**src/rtl/uart_ctrl.sv**
```systemverilog
// uart_ctrl: CPU-facing UART controller.
// Synchronizes the receiver/transmitter status levels into the system clock, queues received
// bytes in a small FIFO, and feeds the transmitter through a one-byte holding register and a
// level handshake (TX_EN request, TX_STATUS idle/busy).
// Ports:
//   clk_i, reset_i        system clock, synchronous active-high reset
//   sel_i, wr_i, addr_i   bus access strobe, write/read, register select
//                         (0 RXD, 1 TXD, 2 STATUS, 3 CTRL)
//   wdata_i, rdata_o      write data, registered read data
//   irq_o                 registered level interrupt
//   rx_data_i, rx_status_i  received byte and receiver done level (async)
//   tx_data_o, tx_en_o      byte and request level to the transmitter
//   tx_status_i             transmitter idle level (async)
module uart_ctrl #(
    parameter int unsigned FIFO_DEPTH = 4,
    parameter int unsigned PTR_W      = 2
) (
    input  logic       clk_i,
    input  logic       reset_i,
    input  logic       sel_i,
    input  logic       wr_i,
    input  logic [1:0] addr_i,
    input  logic [7:0] wdata_i,
    output logic [7:0] rdata_o,
    output logic       irq_o,
    input  logic [7:0] rx_data_i,
    input  logic       rx_status_i,
    output logic [7:0] tx_data_o,
    output logic       tx_en_o,
    input  logic       tx_status_i
);

    localparam logic [1:0] AddrRxd    = 2'd0;
    localparam logic [1:0] AddrTxd    = 2'd1;
    localparam logic [1:0] AddrStatus = 2'd2;
    localparam logic [1:0] AddrCtrl   = 2'd3;
    localparam logic [PTR_W:0] CntFull = FIFO_DEPTH[PTR_W:0];

    typedef enum logic [1:0] {StIdle, StStart, StBusy} tx_state_e;

    logic             rx_s1_q, rx_s2_q, rx_hist_q;
    logic             tx_s1_q, tx_s2_q;
    logic [7:0]       fifo_q [FIFO_DEPTH];
    logic [PTR_W-1:0] wptr_q, rptr_q;
    logic [PTR_W:0]   count_q, count_d;
    logic             ovr_q, ovr_d;
    logic             rx_ie_q, tx_ie_q;
    logic [7:0]       hold_q, hold_d;
    logic             hold_full_q, hold_full_d;
    tx_state_e        state_q, state_d;
    logic [7:0]       tx_data_q, tx_data_d;
    logic [7:0]       rdata_q, rdata_d;
    logic             irq_q;

    logic rd_acc, wr_acc, rx_empty, rx_full, push, pop, push_ok;
    logic [7:0] status;

    assign rd_acc   = sel_i & ~wr_i;
    assign wr_acc   = sel_i & wr_i;
    assign rx_empty = (count_q == '0);
    assign rx_full  = (count_q == CntFull);
    assign push     = rx_s2_q & ~rx_hist_q;
    assign pop      = rd_acc & (addr_i == AddrRxd) & ~rx_empty;
    // A same-cycle pop frees the slot, so a push into a full FIFO still lands.
    assign push_ok  = push & (~rx_full | pop);
    assign status   = {3'b000, state_q != StIdle, ~hold_full_q, ovr_q, rx_full, ~rx_empty};

    always_comb begin
        count_d = count_q;
        if (push_ok && !pop) begin
            count_d = count_q + 1'b1;
        end else if (pop && !push_ok) begin
            count_d = count_q - 1'b1;
        end
    end

    always_comb begin
        ovr_d = ovr_q;
        if (wr_acc && addr_i == AddrStatus && wdata_i[2]) begin
            ovr_d = 1'b0;
        end
        // A dropped byte in the same cycle beats the clear.
        if (push && rx_full && !pop) begin
            ovr_d = 1'b1;
        end
    end

    always_comb begin
        rdata_d = rdata_q;
        if (rd_acc) begin
            case (addr_i)
                AddrRxd:    rdata_d = rx_empty ? 8'h00 : fifo_q[rptr_q];
                AddrTxd:    rdata_d = 8'h00;
                AddrStatus: rdata_d = status;
                default:    rdata_d = {6'b000000, tx_ie_q, rx_ie_q};
            endcase
        end
    end

    // TX sequencing: IDLE waits for a held byte and an idle transmitter, START raises the request
    // until the transmitter goes busy, BUSY waits for it to return idle.
    always_comb begin
        state_d     = state_q;
        tx_data_d   = tx_data_q;
        hold_d      = hold_q;
        hold_full_d = hold_full_q;
        unique case (state_q)
            StIdle: begin
                if (hold_full_q && tx_s2_q) begin
                    tx_data_d   = hold_q;
                    hold_full_d = 1'b0;
                    state_d     = StStart;
                end
            end
            StStart: if (!tx_s2_q) state_d = StBusy;
            StBusy:  if (tx_s2_q) state_d = StIdle;
            default: state_d = StIdle;
        endcase
        if (wr_acc && addr_i == AddrTxd && !hold_full_q) begin
            hold_d      = wdata_i;
            hold_full_d = 1'b1;
        end
    end

    always_ff @(posedge clk_i) begin
        if (reset_i) begin
            // Sync chain resets to idle-high so leaving reset never looks like an edge.
            rx_s1_q     <= 1'b1;
            rx_s2_q     <= 1'b1;
            rx_hist_q   <= 1'b1;
            tx_s1_q     <= 1'b1;
            tx_s2_q     <= 1'b1;
            wptr_q      <= '0;
            rptr_q      <= '0;
            count_q     <= '0;
            ovr_q       <= 1'b0;
            rx_ie_q     <= 1'b0;
            tx_ie_q     <= 1'b0;
            hold_q      <= 8'h00;
            hold_full_q <= 1'b0;
            state_q     <= StIdle;
            tx_data_q   <= 8'h00;
            rdata_q     <= 8'h00;
            irq_q       <= 1'b0;
        end else begin
            rx_s1_q     <= rx_status_i;
            rx_s2_q     <= rx_s1_q;
            rx_hist_q   <= rx_s2_q;
            tx_s1_q     <= tx_status_i;
            tx_s2_q     <= tx_s1_q;
            if (push_ok) wptr_q <= wptr_q + 1'b1;
            if (pop) rptr_q <= rptr_q + 1'b1;
            count_q     <= count_d;
            ovr_q       <= ovr_d;
            if (wr_acc && addr_i == AddrCtrl) begin
                rx_ie_q <= wdata_i[0];
                tx_ie_q <= wdata_i[1];
            end
            hold_q      <= hold_d;
            hold_full_q <= hold_full_d;
            state_q     <= state_d;
            tx_data_q   <= tx_data_d;
            rdata_q     <= rdata_d;
            irq_q       <= (rx_ie_q & ~rx_empty) | (tx_ie_q & ~hold_full_q);
        end
    end

    always_ff @(posedge clk_i) begin
        if (push_ok) fifo_q[wptr_q] <= rx_data_i;
    end

    assign rdata_o   = rdata_q;
    assign irq_o     = irq_q;
    assign tx_data_o = tx_data_q;
    assign tx_en_o   = (state_q == StStart);

endmodule
```
**config.mk**
```make
export PLATFORM = sky130hd
export DESIGN_NAME = uart_ctrl
export DESIGN_NICKNAME = d
export VERILOG_FILES = /design/src/rtl/uart_ctrl.sv
export SDC_FILE = /design/constraint.sdc
export NUM_CORES = 1
export LEC_CHECK = 0
export BUFFER_PORTS_ARGS = -buffer_cell sky130_fd_sc_hd__buf_2
export CAP_MARGIN = 20
export CORE_MARGIN = 4
export CORE_UTILIZATION = 40
export CTS_CLUSTER_DIAMETER = 40
export DETAILED_ROUTE_END_ITERATION = 10
export PLACE_DENSITY = 0.66
export SLEW_MARGIN = 20
export SYNTH_ARGS = -nofsm -noshare
export SYNTH_HDL_FRONTEND = slang
export SYNTH_SLANG_ARGS = --single-unit
```
**constraint.sdc**
```tcl
create_clock -name clk_i -period 3.49 [get_ports clk_i]
set_clock_uncertainty 0.2 [all_clocks]
set_input_delay 0.5235 -clock clk_i [delete_from_list [all_inputs] [get_ports clk_i]]
set_output_delay 0.5235 -clock clk_i [all_outputs]
set_load 0.02 [all_outputs]
```
# After elaboration in Yosys (flattened, before gate mapping)
# Memories as Yosys holds them, arrays and structs flattened. A register that Yosys moved wholly into a read port is not among the register bits.
# Index checks and enable logic that the tools add are counted.
# W data, S select, Z words.
# word_totals
regBits	43
inputBits	24
wordCells	87
n_memories	1
ram_bits	32
out_inout_bits	18
# op_classes
n_reduce_logical	24
n_bitwise	15
n_addsub	4
n_eq_ne	9
muxes	17
# mem_list
memory	words	word_bits	read_ports	rd_clocked_by_memory_dff	wr	line	source
fifo_q	4	8	1	1	1	43	logic [7:0] fifo_q [FIFO_DEPTH];
# ops
op	count
$pmux W8 S3	1
$logic_and A1 B1 Y1	10
$mux W2	5
$reduce_bool A2 Y1	5
$and A1 B1 Y1	8
$mux W8	1
$mux W1	7
$eq A2 B2 Y1 const B	3
$mux W3	2
$ne A2 B2 Y1 const B	3
$pmux W2 S3	1
$not A1 Y1	5
$add A2 B1 Y2 const B	2
$eq A2 B1 Y1 const B	2
$logic_not A2 Y1	2
$reduce_and A2 Y1	2
$add A3 B1 Y3 const B	1
$eq A3 B3 Y1 const B	1
$logic_not A1 Y1	3
$logic_not A3 Y1	1
$reduce_and A3 Y1	1
$sub A3 B1 Y3 const B	1
$or A1 B1 Y1	2

# Depth between registers and ports, before layout
# Gate-level depths: netlist of run 1.
# logic_depth
ltp_word	10
depth_mapped	9
ltp_nobuf	8

# Worst setup path after synthesis of run 1
# No wires, ideal clock.
# synth_timing
kind	in2reg
from	in addr_i[0]
to	reg count_q[2]
t_required_ns	3.220
slack_ns	0.702
t_arrival_ns	2.518
path_stages	8
setup_time_ns	0.070
path_buffers	0
path_cell_list	or4b_4 a31oi_4 ha_1 inv_1 fa_1 xor2_1 or3_1 a21oi_1
# synth_via
elab_chain_cells	8
word_cells_on_any_way	11
cone_classes	mux (1); bitwise (4); reduce/logical (6)
# synth_rtl
item	line	source
start: declaration	22	input logic [1:0] addr_i,
$logic_not A2 Y1 *	63	assign pop = rd_acc & (addr_i == AddrRxd) & ~rx_empty;
$and A1 B1 Y1 * (2 in series)	63	
$or A1 B1 Y1 *	65	assign push_ok = push & (~rx_full | pop);
$and A1 B1 Y1 *	65	
net push_ok	55	logic rd_acc, wr_acc, rx_empty, rx_full, push, pop, push_ok;
$logic_not A1 Y1	72	end else if (pop && !push_ok) begin
$logic_and A1 B1 Y1	72	
$reduce_bool A2 Y1 (no source line)	n/a	
end signal: assignment	153	count_q <= count_d;
end: declaration	45	logic [PTR_W:0] count_q, count_d;
# The timed path passes the listed nets; every way through them passes the cells marked *.
# A chain may end at the register's enable or synchronous reset.

# Final worst setup path of run 1
# layout_timing
from	in addr_i[1]
to	reg count_q[2]
# Same word-level chain as after synthesis.

==> results of run 1 <==
## layout by cell type (no fill, tap or decap), types with 5 or more instances in the layout
cell and count:
inv_1 6, o21ai_0 16, nand2_1 19, mux4_2 8
or2_2 5, edfxtp_1 32, a21oi_1 22, nand2b_1 6
nor2_1 13, dfxtp_1 45, and2_1 5, nand4_1 6
clkbuf_8 9, nand3_1 13, ha_1 5, buf_2 41
## synthesized netlist by cell type (all sizes together), types with 4 or more instances
cell	count
nand2b	6
and2	5
inv	6
nand2	19
o21ai	16
nor2b	4
ha	5
or2	5
edfxtp	32
nor2	13
a21oi	22
clkbuf	11
nand3	13
mux4	8
a31oi	4
dfxtp	45
nand4	6
mux2i	4
## metrics by stage
step	hold WS [ns]	instances	util, %	area, um2	power (mW)
2_1_floorplan	0.189	256	-	3060	1.04
3_3_place_gp	0.194	384	45.6	3350	1.07
3_5_place_dp	0.194	384	45.6	3350	1.08
4_1_cts	0.138	400	47.9	3510	1.65
5_1_grt	0.148	400	47.9	3510	1.71
6_report	0.162	400	47.9	3510	1.63
## report_power, final
part	total, mW	switching [mW]	leakage, nW	internal, mW
clock	0.573	0.318	0.0705	0.255
sequential	0.959	0.0103	0.653	0.949
combinational	0.0948	0.0585	0.508	0.0363
total	1.63	0.387	1.23	1.24
## cell families (layout without fill, tap and decap cells)
group                    count (synthesis)  after routing  share of synthesized area, %
AND/OR/NAND/NOR                         89             89                          16.3
buffers and inverters                   20             65                          2.50
adder cells (fa/ha/maj)                  6              6                          2.70
multiplexers                            13             13                          7.58
AO/OA/AOI/OAI                           48             48                          9.09
XOR/XNOR                                 3              3                         0.860
flip-flops                              77             77                          60.9
## sequential cells by signal, indices dropped and copies added (netlist names), named ones only
name and flops:
fifo_q 32, tx_ie_q 1, rx_ie_q 1, tx_s1_q 1
rdata_o 8, hold_q 8, count_q 3, rx_s2_q 1
rx_hist_q 1, hold_full_q 1, rx_s1_q 1, rptr_q 2
ovr_q 1, tx_s2_q 1, state_q 2, irq_o 1
wptr_q 2, tx_data_o 8
## worst max path at each step
| stage | startpoint | to | slack [ns] | depth (start not counted) |
|---|---|---|---|---|
| global route | addr_i[1] | count_q[2] | 0.57 | 9 |
| global placement | addr_i[1] | count_q[2] | 0.40 | 9 |
| finish | addr_i[1] | count_q[2] | 0.67 | 9 |
| CTS | addr_i[1] | count_q[2] | 0.69 | 9 |
| detailed placement | addr_i[1] | count_q[2] | 0.33 | 9 |
| floorplan | addr_i[0] | count_q[2] | 0.70 | 8 |
## metal layers
metal	wire length (um)	vias up	track usage (%)	part of all wire (%)
met1	2630	943	18.3	46
met4	44	0	4.62	0.76
met2	2700	52	21.2	47
met5	0	-	0	0
li1	-	1012	-	-
met3	406	4	4.74	7.0
## critical path, stage by stage
cell and delay, ns:
buf_2 0.19, or4b_4 0.59, a31oi_4 0.29, ha_1 0.23, inv_1 0.06, fa_1 0.37
xor2_1 0.17, or3_1 0.31, a21oi_1 0.14
## final cells by class
type / count / area, um2 / share of cell area, %
repair buffers: 43 / 220 / 6.27
inverters: 6 / 22.5 / 0.641
well taps: 99 / 124 / 3.53
clock buffers: 10 / 128 / 3.63
flip-flops and latches: 77 / 1860 / 53.0
clock inverters: 6 / 40.0 / 1.14
multi-input cells: 159 / 1120 / 31.8
==> run summary, run 1 <==
Status -> complete, no violations
DR WL/cell -> 14.4 um
Io pins -> 42
Initial core utilization -> 41.7%
Worst hold path type -> primary input to flop
Final hold vios -> 0
Worst hold start -> tx_status_i
Ranking of synthesized cells by area -> edfxtp_1 31%, dfxtp_1 29%, mux4_2 5.9%
Core ar. -> 0.00733 mm2
EDFF count, synth -> 32
DRT Pass-1 Iters -> 4
Leak -> 1.23 nW
Clk buf depth -> 2
Vias -> 2011
Clk sinks -> 77
RSZ-0062 raised after global routing -> false
Average vias per placed instance -> 5.03
Global placement routability congestion -> 0.779
WHS Endpoint -> tx_s1_q
Register area share after synthesis -> 60.9%
Most common flop cell mapped by yosys -> dfxtp_1
Post-Syn Area per Cell -> 11.9 um2
Worst Max-Slew Pin Slew -> 0.769 ns
Root buf cell -> clkbuf_8
Max-slew headroom -> 48.7%
Fin worst setup slack -> 0.667 ns
Pins Over Slew Limit -> 0
CP required -> 3.55 ns
Die W -> 95.4 um
Routed WL -> 5.78 mm
1st-iter DRT viols -> 93
Tmin final -> 2.82 ns
Synth cell types -> 40
RR Startpoint -> count_q[2]
Reg-to-Reg End -> count_q[2]
First-pass GRT wire length -> 9.50 mm
# hold bufs at CTS -> 0
Die Y -> 95.4 um
Synthesis warning total -> 0
CTS-repair resized insts -> 0
Critical Setup Path Class -> primary input to flop
Final #Nets -> 326
Total GRT Usage -> 13.8%
DRC errors left -> 0
Max_cap viols -> 0
Setup Buffers After CTS -> 0
Layout cells sized above 1 -> 24.9%
Pin count of the biggest net entering global routing -> 48
CTS tree -> yes
Skew-Pair Late Insertion Delay -> 0.34 ns
R2r worst-path depth -> 8
DPL Wire Length -> 3.92 mm
Fmax -> 354 MHz
FF-to-FF setup slack -> 0.91 ns
Fill cells -> 682
Synthesized instance count -> 256
Row Count -> 31
Hold path depth -> 2
Worst Path Max Fanout -> 17
Worst VDD drop -> 261 uV
Setup TNS -> 0 ns
N_diodes -> 0
PortBufs -> 41
Synthesized cell area -> 0.00306 mm2
Grt ovf -> 0
Vias in the first global route -> 1951
Htree depth -> 3
Die area -> 0.00910 mm2
Setup-failing EPs final -> 0
Area delta synth->final -> 15.0%
Placement-stage worst setup slack -> 0.329 ns
Area leader, netlist -> edfxtp_1
Synthesized net count -> 286
Async set or reset register ratio after synthesis -> 0%
Synthesis-stage register bit count -> 77
Worst EP arrival -> 2.89 ns
Final period utilization -> 80.9%
Critical path endpoint category -> flop
Clock transition at path regs -> 0.08 ns
Initial antenna violation count -> 0
Power density over cell area -> 463 mW/mm2
Post-route ant nets -> 0
CTS buffer count -> 9
CP Launch Type -> primary input
Post-synth top area share -> 31.4%
(Power assumes the default switching activity.)
==> run 2, diff against run 1 <==
Clock period 3.49 ns to 2.65 ns, I/O delays scaled along.
==> run 2 against run 1 <==
Sequential share of layout area down 1.4 points; combinational power up 45%; count of clock-buffer cells in the layout down 1; global-route usage up 0.072 points; non-clock buffer count up 11; largest cell class unchanged; wire length up 2.3%; register-to-register slack worse by 0.59 ns; clock power up 40%.
==> run summary, run 2 (synthesized netlist as in run 1, its figures left out) <==
Status -> complete, no violations
Max_cap viols -> 0 (unchanged)
Average vias per placed instance -> 5.11 (+1.7%)
CP max stage cell -> or4b_4
Post-route ant nets -> 0 (unchanged)
Final period utilization -> 89.6%
Crit path buf inv count -> 2 (unchanged)
Global placement routability congestion -> 0.804 (+3.3%)
Clock transition at path regs -> 0.08 ns (about the same)
Io pins -> 42 (unchanged)
R2r worst-path depth -> 8 (unchanged)
Layout cells sized above 1 -> 27.9% (+3.0 points)
# hold bufs at CTS -> 0 (unchanged)
Final Core Density -> 49.2% (+1.3 points)
CTS buffer count -> 9 (unchanged)
CP cell instances -> buf_2, or4b_4, a31oi_4, ha_1, inv_1, fa_1, xor2_1, or3_1, a21oi_1
1st-iter DRT viols -> 117 (+26%)
RR Startpoint -> count_q[2]
Worst Path Max Fanout -> 2 (-15)
Fill cells -> 699 (+2.5%)
Area delta synth->final -> 18.1%
Final hold vios -> 0 (unchanged)
Die W -> 95.4 um (unchanged)
Worst Max-Slew Pin Slew -> 0.524 ns (-0.245 ns)
Final #Nets -> 337 (+3.4%)
DPL Wire Length -> 4.15 mm (+5.7%)
DRT Pass-1 Iters -> 4 (unchanged)
Flip-flop and latch area -> 0.00186 mm2 (unchanged)
Most common cell after layout, fill and taps aside -> dfxtp_1
Die area -> 0.00910 mm2 (unchanged)
Worst Setup SP -> addr_i[0]
Grt ovf -> 0 (unchanged)
CP delay by family, top -> simple AND/OR/NAND/NOR gates
CP required -> 2.73 ns (-0.82 ns)
FF-to-FF setup slack -> 0.32 ns (-0.59 ns)
Pins Over Slew Limit -> 0 (unchanged)
CTS tree -> yes
Clk buf depth -> 2 (unchanged)
Critical path endpoint category -> flop
Htree depth -> 3 (unchanged)
Leak -> 1.30 nW (+5.5%)
Core ar. -> 0.00733 mm2 (unchanged)
Setup-failing EPs final -> 0 (unchanged)
Final instance area -> 0.00361 mm2 (+2.7%)
DR WL/cell -> 14.4 um (-0.44%)
CTS-repair resized insts -> 0 (unchanged)
Max-slew headroom -> 65.0% (+16 points)
RSZ-0062 raised after global routing -> false
Worst hold path type -> primary input to flop
Worst EP arrival -> 2.45 ns (-0.44 ns)
Tmin final -> 2.38 ns
Pin count of the biggest net entering global routing -> 31 (-35%)
Total GRT Usage -> 13.9% (+0.072 points)
DRC errors left -> 0 (unchanged)
Initial antenna violation count -> 0 (unchanged)
First-pass GRT wire length -> 9.43 mm (-0.73%)
PortBufs -> 41 (unchanged)
Multi-input gate area -> 0.00112 mm2 (unchanged)
Reg-to-Reg End -> count_q[2]
N_diodes -> 0 (unchanged)
CP peak stage delay -> 0.57 ns (-0.02 ns)
CP Launch Type -> primary input
Routed WL -> 5.91 mm (+2.3%)
Vias in the first global route -> 1945 (-0.31%)
Setup crit end -> count_q[2]
Die Y -> 95.4 um (unchanged)
Critical Setup Path Class -> primary input to flop
Row Count -> 31 (unchanged)
Initial core utilization -> 41.7% (unchanged)
Cell count along the critical path -> 9 (unchanged)
Root buf cell -> clkbuf_8
Largest register FFs -> 32 (unchanged)
Vias -> 2102 (+4.5%)
Pwr Total -> 2.20 mW (+35%)
Setup Buffers After CTS -> 0 (unchanged)
Skew-Pair Late Insertion Delay -> 0.35 ns (about the same)
Power density over cell area -> 611 mW/mm2 (+32%)
Worst VDD drop -> 361 uV (+38%)
Top reg by flops -> fifo_q
Fmax -> 421 MHz
Clk sinks -> 77 (unchanged)
Placed standard-cell area -> 0.00343 mm2 (+2.5%)
Most frequent cells in the layout -> 45 x dfxtp_1, 41 x buf_2, 32 x edfxtp_1
-- run 2: area by class of cell --
cell class                      count  area share, %
Multi-Input combinational cell    159           31.0
Timing Repair Buffer               54           8.39
Clock buffer                        9           3.43
Sequential cell                    77           51.6
Inverter                            6          0.624
Clock inverter                      7           1.59
Tap cell                           99           3.43
-- run 2: stage by stage --
step,hold WS [ns],instances,worst slack (ns),TNS [ns]
floorplan,0.189,256,0.0338,0
global placement,0.195,395,-0.0275,-0.0275
detailed placement,0.199,395,-0.0702,-0.0702
CTS,0.00667,411,0.293,0
global route,0.0214,411,0.202,0
finish,0.0263,411,0.275,0
-- run 2: where the power goes --
part / leakage [nW] / switching [mW] / total, mW / internal [mW]
registers: 0.653 / 0.0140 / 1.26 / 1.25
logic: 0.563 / 0.0803 / 0.137 / 0.0571
clock network: 0.0829 / 0.453 / 0.804 / 0.350
total: 1.30 / 0.548 / 2.20 / 1.66
-- run 2: worst min path at each step --
stage	startpoint	end	slack [ns]	cells after the start
6_report	rx_status_i	rx_s1_q	0.03	2
3_3_place_gp	tx_s1_q	tx_s2_q	0.19	1
2_1_floorplan	rx_s1_q	rx_s2_q	0.19	1
5_1_grt	rx_status_i	rx_s1_q	0.02	2
4_1_cts	rx_status_i	rx_s1_q	0.007	2
3_5_place_dp	rx_s1_q	rx_s2_q	0.20	1
-- run 2: metal layers --
metal,vias to the layer above,GRT usage [%],routed length (um)
li1,1038,-,-
met1,1003,17.1,2550
met2,52,22.3,2890
met3,9,5.13,364
met4,0,5.33,97
met5,-,0,0
-- run 2: worst reg2reg max path: cells and delay by family, from the launching register on --
| family | cells | cell delay, ns |
|---|---|---|
| AOI/OAI and AO/OA | 1 | 0.14 |
| xor gates and xnor gates | 1 | 0.16 |
| adders and majority gates | 2 | 0.53 |
| buffers and inverters | 1 | 0.05 |
| DFF | 1 | 0.39 |
| and+or+nand+nor | 3 | 0.79 |
==> run 3, diff against run 2 <==
Settings changed: HOLD_SLACK_MARGIN set to 0.06.
==> run 3 against run 2 <==
Wire length grew 1.0%; register-to-register slack about the same; utilization is 1.4 points higher; via count increased by 1.4%; design area increased by 2.8%; critical path type unchanged; final cell count is 2.4% higher; first-iteration DRC count down 24%; maximum frequency about the same.
==> run summary, run 3 (synthesized netlist as in run 1, its figures left out) <==
Global placement routability congestion -> 0.804 (unchanged)
CP Launch Type -> primary input
DRC errors left -> 0 (unchanged)
Worst Max-Slew Pin Slew -> 0.520 ns (-0.00373 ns)
CTS tree -> yes
CTS buffer count -> 9 (unchanged)
Average vias per placed instance -> 5.06 (-0.98%)
DR WL/cell -> 14.2 um (-1.4%)
R2r worst-path depth -> 8 (unchanged)
Final #Nets -> 347 (+3.0%)
Row Count -> 31 (unchanged)
Pin count of the biggest net entering global routing -> 31 (unchanged)
Initial antenna violation count -> 0 (unchanged)
DPL Wire Length -> 4.15 mm (unchanged)
N_diodes -> 0 (unchanged)
Area delta synth->final -> 21.4%
Die W -> 95.4 um (unchanged)
Pins Over Slew Limit -> 0 (unchanged)
Clk sinks -> 77 (unchanged)
Worst Setup SP -> addr_i[0]
Critical path endpoint category -> flop
Worst hold start -> wdata_i[3]
FF-to-FF setup slack -> 0.32 ns (about the same)
DRT Pass-1 Iters -> 4 (unchanged)
WHS Endpoint -> hold_q[3]
Grt ovf -> 0 (unchanged)
Critical Setup Path Class -> primary input to flop
Vias in the first global route -> 1980 (+1.8%)
Final instance area -> 0.00371 mm2 (+2.8%)
Layout cells sized above 1 -> 27.0% (-0.87 points)
Worst EP arrival -> 2.45 ns (about the same)
Tmin final -> 2.38 ns (+0.00122 ns)
Htree depth -> 3 (unchanged)
Initial core utilization -> 41.7% (unchanged)
Fmax -> 421 MHz (about the same)
Max-slew headroom -> 65.3% (+0.25 points)
Reg-to-Reg End -> count_q[2]
Final hold vios -> 0 (unchanged)
Io pins -> 42 (unchanged)
Placed standard-cell area -> 0.00343 mm2 (unchanged)
Final period utilization -> 89.7% (about the same)
CP cell instances -> buf_2, or4b_4, a31oi_4, ha_1, inv_1, fa_1, xor2_1, or3_1, a21oi_1
CP peak stage delay -> 0.57 ns (about the same)
Hold path depth -> 3 (+1)
Power density over cell area -> 597 mW/mm2 (-2.2%)
Core ar. -> 0.00733 mm2 (unchanged)
Top reg by flops -> fifo_q
RSZ-0062 raised after global routing -> false
First-pass GRT wire length -> 9.56 mm (+1.4%)
Vias -> 2132 (+1.4%)
Root buf cell -> clkbuf_8
CP max stage cell -> or4b_4
Status -> complete, no violations
Routed WL -> 5.97 mm (+1.0%)
Die Y -> 95.4 um (unchanged)
Worst VDD drop -> 365 uV (+1.3%)
1st-iter DRT viols -> 89 (-24%)
Placed Instances -> 395 (unchanged)
Setup-failing EPs final -> 0 (unchanged)
Max_cap viols -> 0 (unchanged)
CTS-repair resized insts -> 0 (unchanged)
CP required -> 2.73 ns (about the same)
PortBufs -> 41 (unchanged)
Clock transition at path regs -> 0.08 ns (about the same)
Leak -> 1.34 nW (+3.2%)
Hold slack final -> 0.0898 ns (+0.0636 ns)
Skew-Pair Late Insertion Delay -> 0.35 ns (about the same)
RR Startpoint -> count_q[2]
Setup TNS -> 0 ns (unchanged)
Clk buf depth -> 2 (unchanged)
Worst Path Max Fanout -> 2 (unchanged)
Die area -> 0.00910 mm2 (unchanged)
Largest register FFs -> 32 (unchanged)
Fill cells -> 692 (-1.0%)
Final Non-Filler Cells -> 421 (+2.4%)
Most common cell after layout, fill and taps aside -> dfxtp_1
Worst hold path type -> primary input to flop
Post-route ant nets -> 0 (unchanged)
Total GRT Usage -> 14.0% (+0.13 points)
Most frequent cells in the layout -> 45 x dfxtp_1, 41 x buf_2, 32 x edfxtp_1
run 3: worst max-delay path: cells and delay by family:
kind                     cells  cell delay (ns)
AO/OA/AOI/OAI                2             0.30
XOR/XNOR                     1             0.16
adder cells (fa/ha/maj)      2             0.56
buffers and inverters        2             0.16
AND/OR/NAND/NOR              2             0.88
run 3: through the flow:
stage | util, % | power (mW) | setup slack [ns]
after CTS | 50.6 | 2.24 | 0.293
after global placement | 46.8 | 1.43 | -0.0275
final | 50.6 | 2.22 | 0.274
after floorplan | - | 1.37 | 0.0338
after global routing | 50.6 | 2.31 | 0.202
after detailed placement | 46.8 | 1.43 | -0.0702
run 3: how the worst max path moves through the flow:
stage,endpoint,cells past startpoint
final,count_q[2],9
after global routing,count_q[2],9
after CTS,count_q[2],9
after detailed placement,count_q[2],9
after global placement,count_q[2],9
after floorplan,count_q[2],8
run 3: cell type report:
class	count	area [um2]	area share (%)
Clock buffer	9	124	3.34
Clock inverter	7	57.6	1.55
Inverter	6	22.5	0.607
Multi-Input combinational cell	159	1120	30.1
Sequential cell	77	1860	50.2
Tap cell	99	124	3.34
Timing Repair Buffer	64	403	10.9
run 3: what timing repair did:
action                                 4_1_cts  5_1_grt
setup endpoints to repair                    0        0
hold buffers                                10        0
setup buffers                                0        0
endpoints found under the hold margin       34        0
run 3: routing by layer:
| metal | up-vias | track usage [%] | share of wire [%] |
|---|---|---|---|
| met5 | - | 0 | 0 |
| met4 | 0 | 5.33 | 1.6 |
| met3 | 9 | 4.89 | 5.6 |
| met2 | 53 | 22.6 | 49 |
| met1 | 1011 | 17.4 | 44 |
| li1 | 1059 | - | - |
run 3: power by group:
group          switching [mW]  internal (mW)  leakage (nW)  total [mW]
registers              0.0139           1.25         0.653        1.26
clock network           0.453          0.350        0.0829       0.803
logic                  0.0819         0.0667         0.605       0.149
total                   0.549           1.67          1.34        2.22
